<file path="config.mk">
export PLATFORM = sky130hd
export DESIGN_NAME = uart_tx
export DESIGN_NICKNAME = d
export VERILOG_FILES = /design/src/rtl/uart_pkg.sv /design/src/rtl/uart_baud_gen.sv /design/src/rtl/uart_tx.sv
export SDC_FILE = /design/constraint.sdc
export NUM_CORES = 1
export LEC_CHECK = 0
export ABC_AREA = 1
export CAP_MARGIN = 5
export CORE_MARGIN = 4
export CORE_UTILIZATION = 55
export DETAILED_ROUTE_END_ITERATION = 16
export PLACE_DENSITY = 0.79
export SYNTH_ARGS = -nofsm -noshare
export SYNTH_HDL_FRONTEND = slang
export SYNTH_SLANG_ARGS = --single-unit
</file>
<file path="constraint.sdc">
create_clock -name clk -period 4.3 [get_ports clk]
set_clock_uncertainty 0.2 [all_clocks]
set_input_delay 0.86 -clock clk [delete_from_list [all_inputs] [get_ports clk]]
set_output_delay 0.86 -clock clk [all_outputs]
set_load 0.05 [all_outputs]
</file>
<file path="src/rtl/uart_pkg.sv">
// Shared UART definitions: frame state encoding, data width and bit-period helper.
// Optional build macro: UART_TX_PARITY_EN adds the even-parity state to the enum.
package uart_pkg;

    localparam int UART_DATA_BITS = 8;

`ifdef UART_TX_PARITY_EN
    typedef enum logic [2:0] {
        ST_IDLE   = 3'd0,
        ST_START  = 3'd1,
        ST_DATA   = 3'd2,
        ST_PARITY = 3'd3,
        ST_STOP   = 3'd4
    } uart_state_e;
`else
    typedef enum logic [2:0] {
        ST_IDLE  = 3'd0,
        ST_START = 3'd1,
        ST_DATA  = 3'd2,
        ST_STOP  = 3'd4
    } uart_state_e;
`endif

    // Clock cycles per bit, truncated toward zero.
    function automatic int uart_div(input int clk_hz, input int baud);
        return clk_hz / baud;
    endfunction

endpackage

</file>
<file path="src/rtl/uart_baud_gen.sv">
// Bit-period counter: counts 0..DIV-1 and pulses tick for the last cycle of
// each bit. Held at zero while clear is high, so it never free-runs.
module uart_baud_gen #(
    parameter int DIV = 434
) (
    input  logic clk,
    input  logic rst_n,
    input  logic clear,
    output logic tick
);

    localparam int CNT_W = (DIV > 1) ? $clog2(DIV) : 1;

    logic [CNT_W-1:0] r_cnt;
    logic             w_tick;

    assign w_tick = (r_cnt == CNT_W'(DIV - 1));
    assign tick   = w_tick;

    // Count cycles within a bit; wrap on the final cycle or restart on clear.
    always_ff @(posedge clk or negedge rst_n) begin
        if (!rst_n) begin
            r_cnt <= '0;
        end else if (clear || w_tick) begin
            r_cnt <= '0;
        end else begin
            r_cnt <= r_cnt + CNT_W'(1);
        end
    end

endmodule

</file>
<file path="src/rtl/uart_tx.sv">
// Byte-wide UART transmitter, LSB first, idle-high, 8N1 by default.
// Optional build macro: UART_TX_PARITY_EN inserts an even parity bit after d7.
// tx is registered from the next-state/next-shift values so each bit change
// lines up exactly with the state change, with no path from valid/data to tx.
module uart_tx
    import uart_pkg::*;
#(
    parameter int CLK_HZ = 50_000_000,
    parameter int BAUD   = 115_200
) (
    input  logic                      clk,
    input  logic                      rst_n,
    input  logic [UART_DATA_BITS-1:0] data,
    input  logic                      valid,
    output logic                      ready,
    output logic                      tx,
    output logic                      busy
);

    localparam int DIV   = uart_div(CLK_HZ, BAUD);
    localparam int BIT_W = $clog2(UART_DATA_BITS);

    uart_state_e               r_state;
    uart_state_e               w_state_next;
    logic [UART_DATA_BITS-1:0] r_shift;
    logic [UART_DATA_BITS-1:0] w_shift_next;
    logic [BIT_W-1:0]          r_bit;
    logic                      r_tx;
    logic                      w_tx_next;
    logic                      w_tick;
    logic                      w_idle;
    logic                      w_accept;
    logic                      w_last_bit;
`ifdef UART_TX_PARITY_EN
    logic                      r_par;
`endif

    assign w_idle     = (r_state == ST_IDLE);
    assign w_accept   = valid && w_idle;
    assign w_last_bit = (r_bit == BIT_W'(UART_DATA_BITS - 1));

    assign ready = w_idle;
    assign busy  = !w_idle;
    assign tx    = r_tx;

    // Counter is held clear in IDLE, which also clears it on the accept edge.
    uart_baud_gen #(
        .DIV (DIV)
    ) u_baud (
        .clk   (clk),
        .rst_n (rst_n),
        .clear (w_idle),
        .tick  (w_tick)
    );

    // State register.
    always_ff @(posedge clk or negedge rst_n) begin
        if (!rst_n) begin
            r_state <= ST_IDLE;
        end else begin
            r_state <= w_state_next;
        end
    end

    // Next-state logic: each non-idle state lasts whole bit periods.
    always_comb begin
        w_state_next = r_state;
        case (r_state)
            ST_IDLE:   if (valid)  w_state_next = ST_START;
            ST_START:  if (w_tick) w_state_next = ST_DATA;
`ifdef UART_TX_PARITY_EN
            ST_DATA:   if (w_tick && w_last_bit) w_state_next = ST_PARITY;
            ST_PARITY: if (w_tick) w_state_next = ST_STOP;
`else
            ST_DATA:   if (w_tick && w_last_bit) w_state_next = ST_STOP;
`endif
            ST_STOP:   if (w_tick) w_state_next = ST_IDLE;
            default:   w_state_next = ST_IDLE;
        endcase
    end

    // Line value for the next cycle, derived from where the FSM is heading.
    always_comb begin
        w_tx_next = 1'b1;
        case (w_state_next)
            ST_START:  w_tx_next = 1'b0;
            ST_DATA:   w_tx_next = w_shift_next[0];
`ifdef UART_TX_PARITY_EN
            ST_PARITY: w_tx_next = r_par;
`endif
            default:   w_tx_next = 1'b1;
        endcase
    end

    // Next shift contents: load on accept, shift right at the end of each data bit.
    always_comb begin
        w_shift_next = r_shift;
        if (w_accept) begin
            w_shift_next = data;
        end else if ((r_state == ST_DATA) && w_tick) begin
            w_shift_next = r_shift >> 1;
        end
    end

    // Registered serial output; forced idle-high by reset at any time.
    always_ff @(posedge clk or negedge rst_n) begin
        if (!rst_n) begin
            r_tx <= 1'b1;
        end else begin
            r_tx <= w_tx_next;
        end
    end

    // Data bit index: zero outside DATA, advances at the end of each data bit.
    always_ff @(posedge clk or negedge rst_n) begin
        if (!rst_n) begin
            r_bit <= '0;
        end else if (r_state != ST_DATA) begin
            r_bit <= '0;
        end else if (w_tick) begin
            r_bit <= r_bit + BIT_W'(1);
        end
    end

    // Shift register holds the byte in flight; data path needs no reset.
    always_ff @(posedge clk) begin
        r_shift <= w_shift_next;
    end

`ifdef UART_TX_PARITY_EN
    // Even parity of the accepted byte, captured alongside it.
    always_ff @(posedge clk) begin
        if (w_accept) begin
            r_par <= ^data;
        end
    end
`endif

endmodule

</file>
==> results of run 1 <==
[state kept, by name, indices dropped and copies added, names as in the netlist]
| register | cells |
|---|---|
| r_bit | 3 |
| tx | 1 |
| r_state | 3 |
| r_shift | 8 |
| u_baud.r_cnt | 9 |
[final cells by class]
type | instances | area [sq um]
tap | 27 | 33.8
clock inverter | 1 | 30.0
fill | 158 | 598
clock buffer | 3 | 22.5
multi-input combinational | 84 | 489
inverter | 17 | 66.3
timing repair buffer | 13 | 130
sequential | 24 | 632
[cell families after synthesis]
kind of cell | after synthesis | share of synthesized area (%)
flip-flops | 24 | 53.2
AND/OR/NAND/NOR | 70 | 31.3
buffers and inverters | 17 | 5.59
adder cells (fa/ha/maj) | 4 | 4.22
AO/OA/AOI/OAI | 10 | 5.69
[stage by stage]
step,power (uW),utilization (%),cells,worst slack [ps],hold WS [ps]
2_1_floorplan,368,-,125,2320,261
3_3_place_gp,396,67.5,165,1720,278
3_5_place_dp,401,67.5,165,1690,289
4_1_cts,566,70.1,169,1300,308
5_1_grt,595,70.1,169,1250,354
6_report,559,70.1,169,1320,301
[final timing paths]
check                           cells past startpoint                        end
max in group asynchronous                           1       r_state[2]$_DFF_PN0_
worst min-delay path                                1  u_baud.r_cnt[0]$_DFF_PN0_
worst max register to register                      6       r_shift[1]$_DFFE_PP_
worst max-delay path                                4                      ready
min in group asynchronous                           1  u_baud.r_cnt[2]$_DFF_PN0_
worst min register to register                      1  u_baud.r_cnt[0]$_DFF_PN0_
[Yosys cell counts (all sizes together)]
cell type  number
a21oi           3
a22o            3
and2            1
dfrtp          15
dfstp           1
dfxtp           1
edfxtp          7
ha              4
inv            17
nand2          35
nand3          12
nand4           1
nor2           13
nor3            5
nor3b           2
o21ai           3
o31ai           1
or2             1
[report_power, final]
| part | internal [uW] | total, uW | switching [uW] |
|---|---|---|---|
| Combinational | 44.6 | 108 | 63.3 |
| Clock | 94.3 | 165 | 70.8 |
| Sequential | 265 | 286 | 21.4 |
| Total | 403 | 559 | 156 |
[metal layers]
layer	part of all wire, %	track usage (%)	vias up
met2	51	28.5	15
met5	0	0	-
met4	0.51	6.22	0
met1	45	20.2	403
met3	3.6	3.27	2
li1	-	-	444
[worst max-delay path, cell delays in order, from the launching register on]
cell,delay [ps]
dfrtp_1,460
nor2_2,200
nand2_4,90
inv_4,70
clkdlybuf4s50_1,790
==> metrics.md, run 1 <==
| Metric | Value |
|---|---|
| Status | `complete, no violations` |
| DRT iter0 DRCs | `23` |
| R2r setup slk | `2590 ps` |
| Worst-path clk slew | `between 100 and 150 ps` |
| Max-cap viol count | `0` |
| Syn Std Cell Area | `1190 sq um` |
| Worst setup path start | `r_state[2]$_DFF_PN0_` |
| Syn-to-layout area delta | `18.2%` |
| First-pass GRT wire length | `3.46 mm` |
| Detail Route Antenna Nets | `0` |
| Yosys cell types | `27` |
| RSZ-0062 raised after global routing | `false` |
| Max-slew violations | `0` |
| FMAX | `0.335 GHz` |
| Layout Nets | `between 150 and 200` |
| Commonest non-fill, non-tap cell in the layout | `nand2_1` |
| Total die area | `2970 sq um` |
| PortBufs | `13` |
| Vias in the first global route | `834` |
| Post-CTS Setup Inserts | `0` |
| Post-synth top area share | `31.6%` |
| Total global-route track usage | `16.5%` |
| CTS Sinks | `24` |
| Setup violators final | `0` |
| Synth Instances | `125` |
| Crit-path max FO | `3` |
| Post-Layout Inst Area | `1400 sq um` |
| Placed Area | `1350 sq um` |
| Largest net degree at the start of global routing | `17` |
| First-pass detailed-route iteration total | `4` |
| Routability-driven placement congestion ratio | `0.750` |
| Clock root buffer | `clkbuf_4` |
| Area of the core | `between 2000 and 2500 sq um` |
| Total CTS buffers | `3` |
| CTS Buffer Depth | `2` |
| Yosys top cell by area | `dfrtp_1` |
| Max VDD drop | `around 0.28 mV` |
| Final worst-path cycle share | `69.4%` |
| Worst setup SP type | `flip-flop` |
| Layout cells sized above 1 | `a little under a fifth` |
| Critical Path AT | `1920 ps` |
| Chip height | `54.5 um` |
| Total grt overflow | `0` |
| Die width | `54.5 um` |
| Total wire length | `just under 2 mm` |
| Worst hold-check path type | `reg2reg` |
| Worst-Skew Late Latency | `320 ps` |
| Critical Path End Type | `primary output` |
| Starting density of the core | `59.3%` |
| Total number of vias | `864` |
| Net count after synthesis | `140` |
| Synth Register Bits | `24` |
| Initial antenna violation count | `0` |
| Hold_buf cts | `0` |
| Hold Path Origin | `u_baud.r_cnt[0]$_DFF_PN0_` |
| WL per Instance | `11.7 um` |
| Ports | `14` |
| Post-layout min period | `2980 ps` |
| Critical path class | `reg2out` |
| Most frequent cells in the layout | `nand2_1, dfrtp_1, clkdlybuf4s50_1` |
| Largest cells by area after synthesis | `dfrtp_1, edfxtp_1, nand2_1` |
| Max_slew headroom | `52.1%` |
| Residual DRC | `0` |
| FP Rows | `16` |
| Seq/Total Area, Yosys | `53.2%` |
| Worst r2r src | `u_baud.r_cnt[1]$_DFF_PN0_` |
| Final Hold Fails | `0` |
| # resized after CTS | `0` |
| Setup TNS Final | `0 ps` |
| Lkg Pwr | `0.000658 uW` |
| Power Density | `between 300 and 400 nW/um^2` |
| Critical Path RT | `3240 ps` |
| Via/cell ratio | `5.11` |
| Dpl hpwl | `1.48 mm` |
| H-tree depth | `1` |
| Mean Syn Cell Area | `9.50 sq um` |
| Synth Warn # | `0` |
| CTS tree | `done` |
| Slew @ Worst Pin | `717 ps` |
| Number of diodes | `0` |
No activity file was read; power rests on OpenSTA's default activity.
==> inputs of run 2 (changes only) <==
--- a/config.mk
+++ b/config.mk
@@ -8,9 +8,9 @@
 export ABC_AREA = 1
 export CAP_MARGIN = 5
 export CORE_MARGIN = 4
-export CORE_UTILIZATION = 55
+export CORE_UTILIZATION = 54
 export DETAILED_ROUTE_END_ITERATION = 16
-export PLACE_DENSITY = 0.79
+export PLACE_DENSITY = 0.77
 export SYNTH_ARGS = -nofsm -noshare
 export SYNTH_HDL_FRONTEND = slang
 export SYNTH_SLANG_ARGS = --single-unit
==> constraint.sdc (replaced) <==
create_clock -name clk -period 2.9 [get_ports clk]
set_clock_uncertainty 0.2 [all_clocks]
set_input_delay 0.58 -clock clk [delete_from_list [all_inputs] [get_ports clk]]
set_output_delay 0.58 -clock clk [all_outputs]
set_load 0.05 [all_outputs]
==> run 2 against run 1 <==
  * Die area increased by 1.6%
  * Non-clock buffer count is the same
  * Critical path depth is the same
  * Critical path type unchanged
  * Critical endpoint unchanged
==> metrics.md, run 2 (synthesis results as in run 1) <==
| Metric | Value |
|---|---|
| Crit path max-delay family | `buffers and inverters` |
| Comb power frac | `about a fifth` |
| Starting density of the core | `about three fifths` |
| Final worst-path cycle share | `a little over 90%` |
| Ports | `14` |
| Placed insts | `165` |
| Final Hold Fails | `0` |
| Worst r2r src | `u_baud.r_cnt[1]$_DFF_PN0_` |
| R2r setup slk | `1170 ps` |
| Via/cell ratio | `5.15` |
| Critical Path End Type | `primary output` |
| Residual DRC | `0` |
| Critical Path AT | `1890 ps` |
| Total CTS buffers | `3` |
| Hold Path Origin | `u_baud.r_cnt[0]$_DFF_PN0_` |
| Slowest CP cell | `clkdlybuf4s50_1` |
| Place WS | `592 ps` |
| Gr busiest metal | `met2` |
| WP buf/inv | `2` |
| Max_slew headroom | `51.5%` |
| H-tree depth | `1` |
| Largest net degree at the start of global routing | `17` |
| PortBufs | `13` |
| Post-CTS Setup Inserts | `0` |
| Dpl hpwl | `1.60 mm` |
| CTS Sinks | `24` |
| Worst hold-check path type | `reg2reg` |
| Number of flip-flops in the largest register | `9` |
| First-pass GRT wire length | `3.61 mm` |
| Worst reg-to-reg path cell count | `6` |
| WL per Instance | `12.2 um` |
| Critical Path RT | `~2100 ps` |
| Total wire length | `slightly above 2 mm` |
| Clock root buffer | `clkbuf_4` |
| Sequential Power Share | `51.4%` |
| Detail Route Antenna Nets | `0` |
| Cell Chain, Critical Path | `nor2_2 > nand2_4 > inv_4 > clkdlybuf4s50_1` |
| Area of the core | `around 2000 sq um` |
| Max-slew violations | `0` |
| Layout Nets | `between 150 and 200` |
| Total die area | `3010 sq um` |
| Total global-route track usage | `17.1%` |
| Met3 GRT Util | `approximately 2.7%` |
| Total number of vias | `871` |
| Max-cap viol count | `0` |
| Chip height | `about 55 um` |
| Commonest non-fill, non-tap cell in the layout | `nand2_1` |
| Hold Path Depth | `1` |
| Worst-path clk slew | `130 ps` |
| CTS tree | `done` |
| Met1 Use GR | `between 10% and 20%` |
| Final Util | `69.4%` |
| # resized after CTS | `0` |
| Critical Path Max Stage Delay | `790 ps` |
| Critical path class | `reg2out` |
| Die width | `approximately 55 um` |
| Initial antenna violation count | `0` |
| Fin cells | `169` |
| Layout cells sized above 1 | `19.0%` |
| Number of diodes | `0` |
| Power Density | `between 500 and 600 nW/um^2` |
| Post-layout min period | `approximately 2700 ps` |
| Max VDD drop | `0.453 mV` |
| Syn-to-layout area delta | `18.2%` |
| Vias in the first global route | `893` |
| Lkg Pwr | `0.000658 uW` |
| Reg2reg end | `r_shift[2]$_DFFE_PP_` |
| DRT iter0 DRCs | `5` |
| CTS Buffer Depth | `2` |
| Setup TNS Final | `0 ps` |
| Worst setup SP type | `flip-flop` |
| Hold Path Sink | `u_baud.r_cnt[0]$_DFF_PN0_` |
| Sw frac | `27.8%` |
| Net Sw Power | `230 uW` |
| Setup violators final | `0` |
| Worst-Skew Late Latency | `310 ps` |
| Slew @ Worst Pin | `approximately 730 ps` |
| FP Rows | `16` |
| Routability-driven placement congestion ratio | `around 0.72` |
| Most frequent cells in the layout | `nand2_1, dfrtp_1, clkdlybuf4s50_1` |
| Total grt overflow | `0` |
| Hold_buf cts | `0` |
| Internal power | `approximately 600 uW` |
| Top reg by flops | `u_baud.r_cnt` |
| Grt met2 use | `31.9%` |
| Status | `complete, no violations` |
| Crit-path max FO | `3` |
| Clk pwr share | `29.1%` |
| Regs by FF count | `u_baud.r_cnt x9, r_shift x8` |
| RSZ-0062 raised after global routing | `false` |
| Final worst setup slack | `234 ps` |
| FMAX | `0.375 GHz` |
| First-pass detailed-route iteration total | `4` |
run 2: cell counts in the layout (fill, tap and decap cells not counted):
No cell type changed its count.
run 2: stage by stage:
step           power, uW  area [sq um]  hold slack [ps]
6_report             828          1400              300
4_1_cts              835          1400              306
5_1_grt              875          1400              334
3_3_place_gp         588          1350              277
2_1_floorplan        545          1190             84.4
3_5_place_dp         596          1350              289
run 2: power by group through the flow:
stage | combinational [uW] | sequential [uW] | clock [uW]
2_1_floorplan | 116 | 429 | 0
3_3_place_gp | 158 | 430 | 0
3_5_place_dp | 163 | 433 | 0
4_1_cts | 163 | 426 | 246
5_1_grt | 185 | 430 | 260
6_report | 161 | 426 | 241
run 2: worst max-delay path by stage:
| stage | slack [ps] | cells past startpoint | endpoint | start |
|---|---|---|---|---|
| floorplan | 1190 | 5 | r_shift[1]$_DFFE_PP_ | r_state[2]$_DFF_PN0_ |
| global route | 170 | 4 | ready | r_state[2]$_DFF_PN0_ |
| CTS | 220 | 4 | ready | r_state[2]$_DFF_PN0_ |
| global placement | 600 | 4 | ready | r_state[2]$_DFF_PN0_ |
| finish | 230 | 4 | ready | r_state[2]$_DFF_PN0_ |
| detailed placement | 590 | 4 | ready | r_state[2]$_DFF_PN0_ |
run 2: routing by layer:
layer | vias up | share of wire (%) | routed length [um]
met5 | - | 0 | 0
li1 | 443 | - | -
met1 | 410 | 43 | 893
met4 | 0 | 2.0 | 41
met2 | 14 | 51 | 1040
met3 | 4 | 3.8 | 78
run 2: area by class of cell:
type | instances | area (sq um)
Multi-Input combinational cell | 84 | 489
Fill cell | 159 | 618
Sequential cell | 24 | 632
Clock inverter | 1 | 30.0
Clock buffer | 3 | 22.5
Inverter | 17 | 66.3
Tap cell | 27 | 33.8
Timing Repair Buffer | 13 | 130
==> inputs of run 3 (changes only) <==
--- a/config.mk
+++ b/config.mk
@@ -11,6 +11,8 @@
 export CORE_UTILIZATION = 54
 export DETAILED_ROUTE_END_ITERATION = 16
 export PLACE_DENSITY = 0.77
+export RECOVER_POWER = 50
+export REMOVE_ABC_BUFFERS = 1
 export SYNTH_ARGS = -nofsm -noshare
 export SYNTH_HDL_FRONTEND = slang
 export SYNTH_SLANG_ARGS = --single-unit
==> run 3 against run 2 <==
  * Via count is 0.92% higher
  * Combinational power is 2% lower
  * Hold slack hardly changed
  * Sequential share of layout area is 0.94 points higher
  * Setup slack worse by 46 ps
  * Clock power hardly changed
  * Utilization is 1.4 points lower
  * Largest cell class unchanged
  * Power is 0.58% lower
  * Cell area is 2.1% lower
  * Critical endpoint unchanged
  * Final cell count stayed put
  * Count of clock-buffer cells in the layout stayed put
==> metrics.md, run 3 (synthesis results as in run 1) <==
| Metric | Value |
|---|---|
| Commonest non-fill, non-tap cell in the layout | `nand2_1` |
| Overall power | `824 uW` |
| Critical Path End Type | `primary output` |
| DRT iter0 DRCs | `9` |
| Grt met2 use | `31.9%` |
| CTS tree | `done` |
| Status | `complete, no violations` |
| Number of flip-flops in the largest register | `9` |
| FMAX | `0.369 GHz` |
| Critical Path Max Stage Delay | `about 790 ps` |
| Worst hold-check path type | `reg2reg` |
| Slowest CP cell | `clkdlybuf4s50_1` |
| Vias in the first global route | `893` |
| PortBufs | `13` |
| WL per Instance | `12.2 um` |
| Net Sw Power | `226 uW` |
| Setup TNS Final | `0 ps` |
| # resized after CTS | `0` |
| Most frequent cells in the layout | `nand2_1, dfrtp_1, nand3_1, clkdlybuf4s50_1` |
| Residual DRC | `0` |
| Final Util | `68.0%` |
| Dpl hpwl | `1.60 mm` |
| Total CTS buffers | `3` |
| Cell Chain, Critical Path | `nor2_1 > nand2_4 > inv_4 > clkdlybuf4s50_1` |
| Worst-Skew Late Latency | `310 ps` |
| Internal power | `598 uW` |
| Final Hold Fails | `0` |
| Crit-path max FO | `3` |
| Max-slew violations | `0` |
| Syn-to-layout area delta | `15.8%` |
| Lkg Pwr | `roughly 0.00064 uW` |
| First-pass GRT wire length | `about 3.6 mm` |
| Worst-path clk slew | `130 ps` |
| Via/cell ratio | `5.20` |
| Initial antenna violation count | `0` |
| Post-CTS Setup Inserts | `0` |
| Worst setup SP type | `flip-flop` |
| CTS Buffer Depth | `2` |
| Number of diodes | `0` |
| Chip height | `54.9 um` |
| Total number of vias | `879` |
| Slew @ Worst Pin | `724 ps` |
| Sequential Power Share | `between 50% and 60%` |
| Regs by FF count | `u_baud.r_cnt x9, r_shift x8` |
| Worst setup path start | `r_state[2]$_DFF_PN0_` |
| RSZ-0062 raised after global routing | `false` |
| Clk pwr share | `29.2%` |
| Total global-route track usage | `17.1%` |
| Layout cells sized above 1 | `14.1%` |
| Setup violators final | `0` |
| Hold Path Origin | `u_baud.r_cnt[0]$_DFF_PN0_` |
| Hold WS | `300 ps` |
| Total wire length | `2.06 mm` |
| Max-cap viol count | `0` |
| Largest net degree at the start of global routing | `17` |
| First-pass detailed-route iteration total | `4` |
| Die width | `54.9 um` |
| Starting density of the core | `58.7%` |
| Met1 Use GR | `18.0%` |
| Power Density | `599 nW/um^2` |
| FP Rows | `16` |
| Layout Nets | `between 150 and 200` |
| CTS Sinks | `24` |
| Total die area | `3010 sq um` |
| Critical Path AT | `1930 ps` |
| Placed Area | `between 1000 and 1500 sq um` |
| Met3 GRT Util | `2.68%` |
| Clock root buffer | `clkbuf_4` |
| Post-layout min period | `between 2000 and 3000 ps` |
| Sw frac | `27.4%` |
| Critical path class | `reg2out` |
| Max_slew headroom | `51.6%` |
| Total grt overflow | `0` |
| H-tree depth | `1` |
| Critical Path RT | `2120 ps` |
| Routability-driven placement congestion ratio | `0.725` |
| Worst r2r src | `u_baud.r_cnt[1]$_DFF_PN0_` |
| Top reg by flops | `u_baud.r_cnt` |
| Ports | `14` |
| Area of the core | `slightly above 2000 sq um` |
| Comb power frac | `19.1%` |
| Max VDD drop | `0.452 mV` |
| Detail Route Antenna Nets | `0` |
| Post-Layout Inst Area | `~1400 sq um` |
| Final worst-path cycle share | `approximately 94%` |
| Hold_buf cts | `0` |
| Gr busiest metal | `met2` |
## run 3: area by class of cell
type / instances / area, sq um
fill: 165 / 647
sequential: 24 / 632
multi-input combinational: 84 / 460
timing repair buffer: 13 / 130
inverter: 17 / 66.3
tap: 27 / 33.8
clock inverter: 1 / 30.0
clock buffer: 3 / 22.5
## run 3: metal layers
metal	vias to the layer above	part of all wire, %
li1	444	-
met4	0	2.3
met5	-	0
met3	5	4.6
met2	18	50
met1	412	43
## run 3: per-stage QoR
stage                     cells  setup WS [ps]
after floorplan             125           1190
after global placement      165            603
after detailed placement    165            592
after CTS                   169            216
after global routing        169            116
final                       169            188
## run 3: critical path: cells and delay by family, from the launching register on
kind | cells | cell delay [ps]
and+or+nand+nor | 2 | 310
DFF | 1 | 440
buffers and inverters | 2 | 860
## run 3: final timing paths
path / cells after the start / endpoint / slack, ps
max in group asynchronous: 1 / r_bit[2]$_DFFE_PN0P_ / 1500
worst min-delay path: 1 / u_baud.r_cnt[0]$_DFF_PN0_ / 300
worst max register to register: 9 / tx$_DFF_PN1_ / 1030
worst max-delay path: 4 / ready / 190
worst min register to register: 1 / u_baud.r_cnt[0]$_DFF_PN0_ / 300
min in group asynchronous: 1 / u_baud.r_cnt[2]$_DFF_PN0_ / 550
## run 3: power by group through the flow
| stage | Clock, uW | Sequential, uW | Combinational (uW) |
|---|---|---|---|
| final | 240 | 426 | 157 |
| after global routing | 260 | 430 | 181 |
| after CTS | 246 | 426 | 163 |
| after detailed placement | 0 | 433 | 163 |
| after global placement | 0 | 430 | 158 |
| after floorplan | 0 | 429 | 116 |
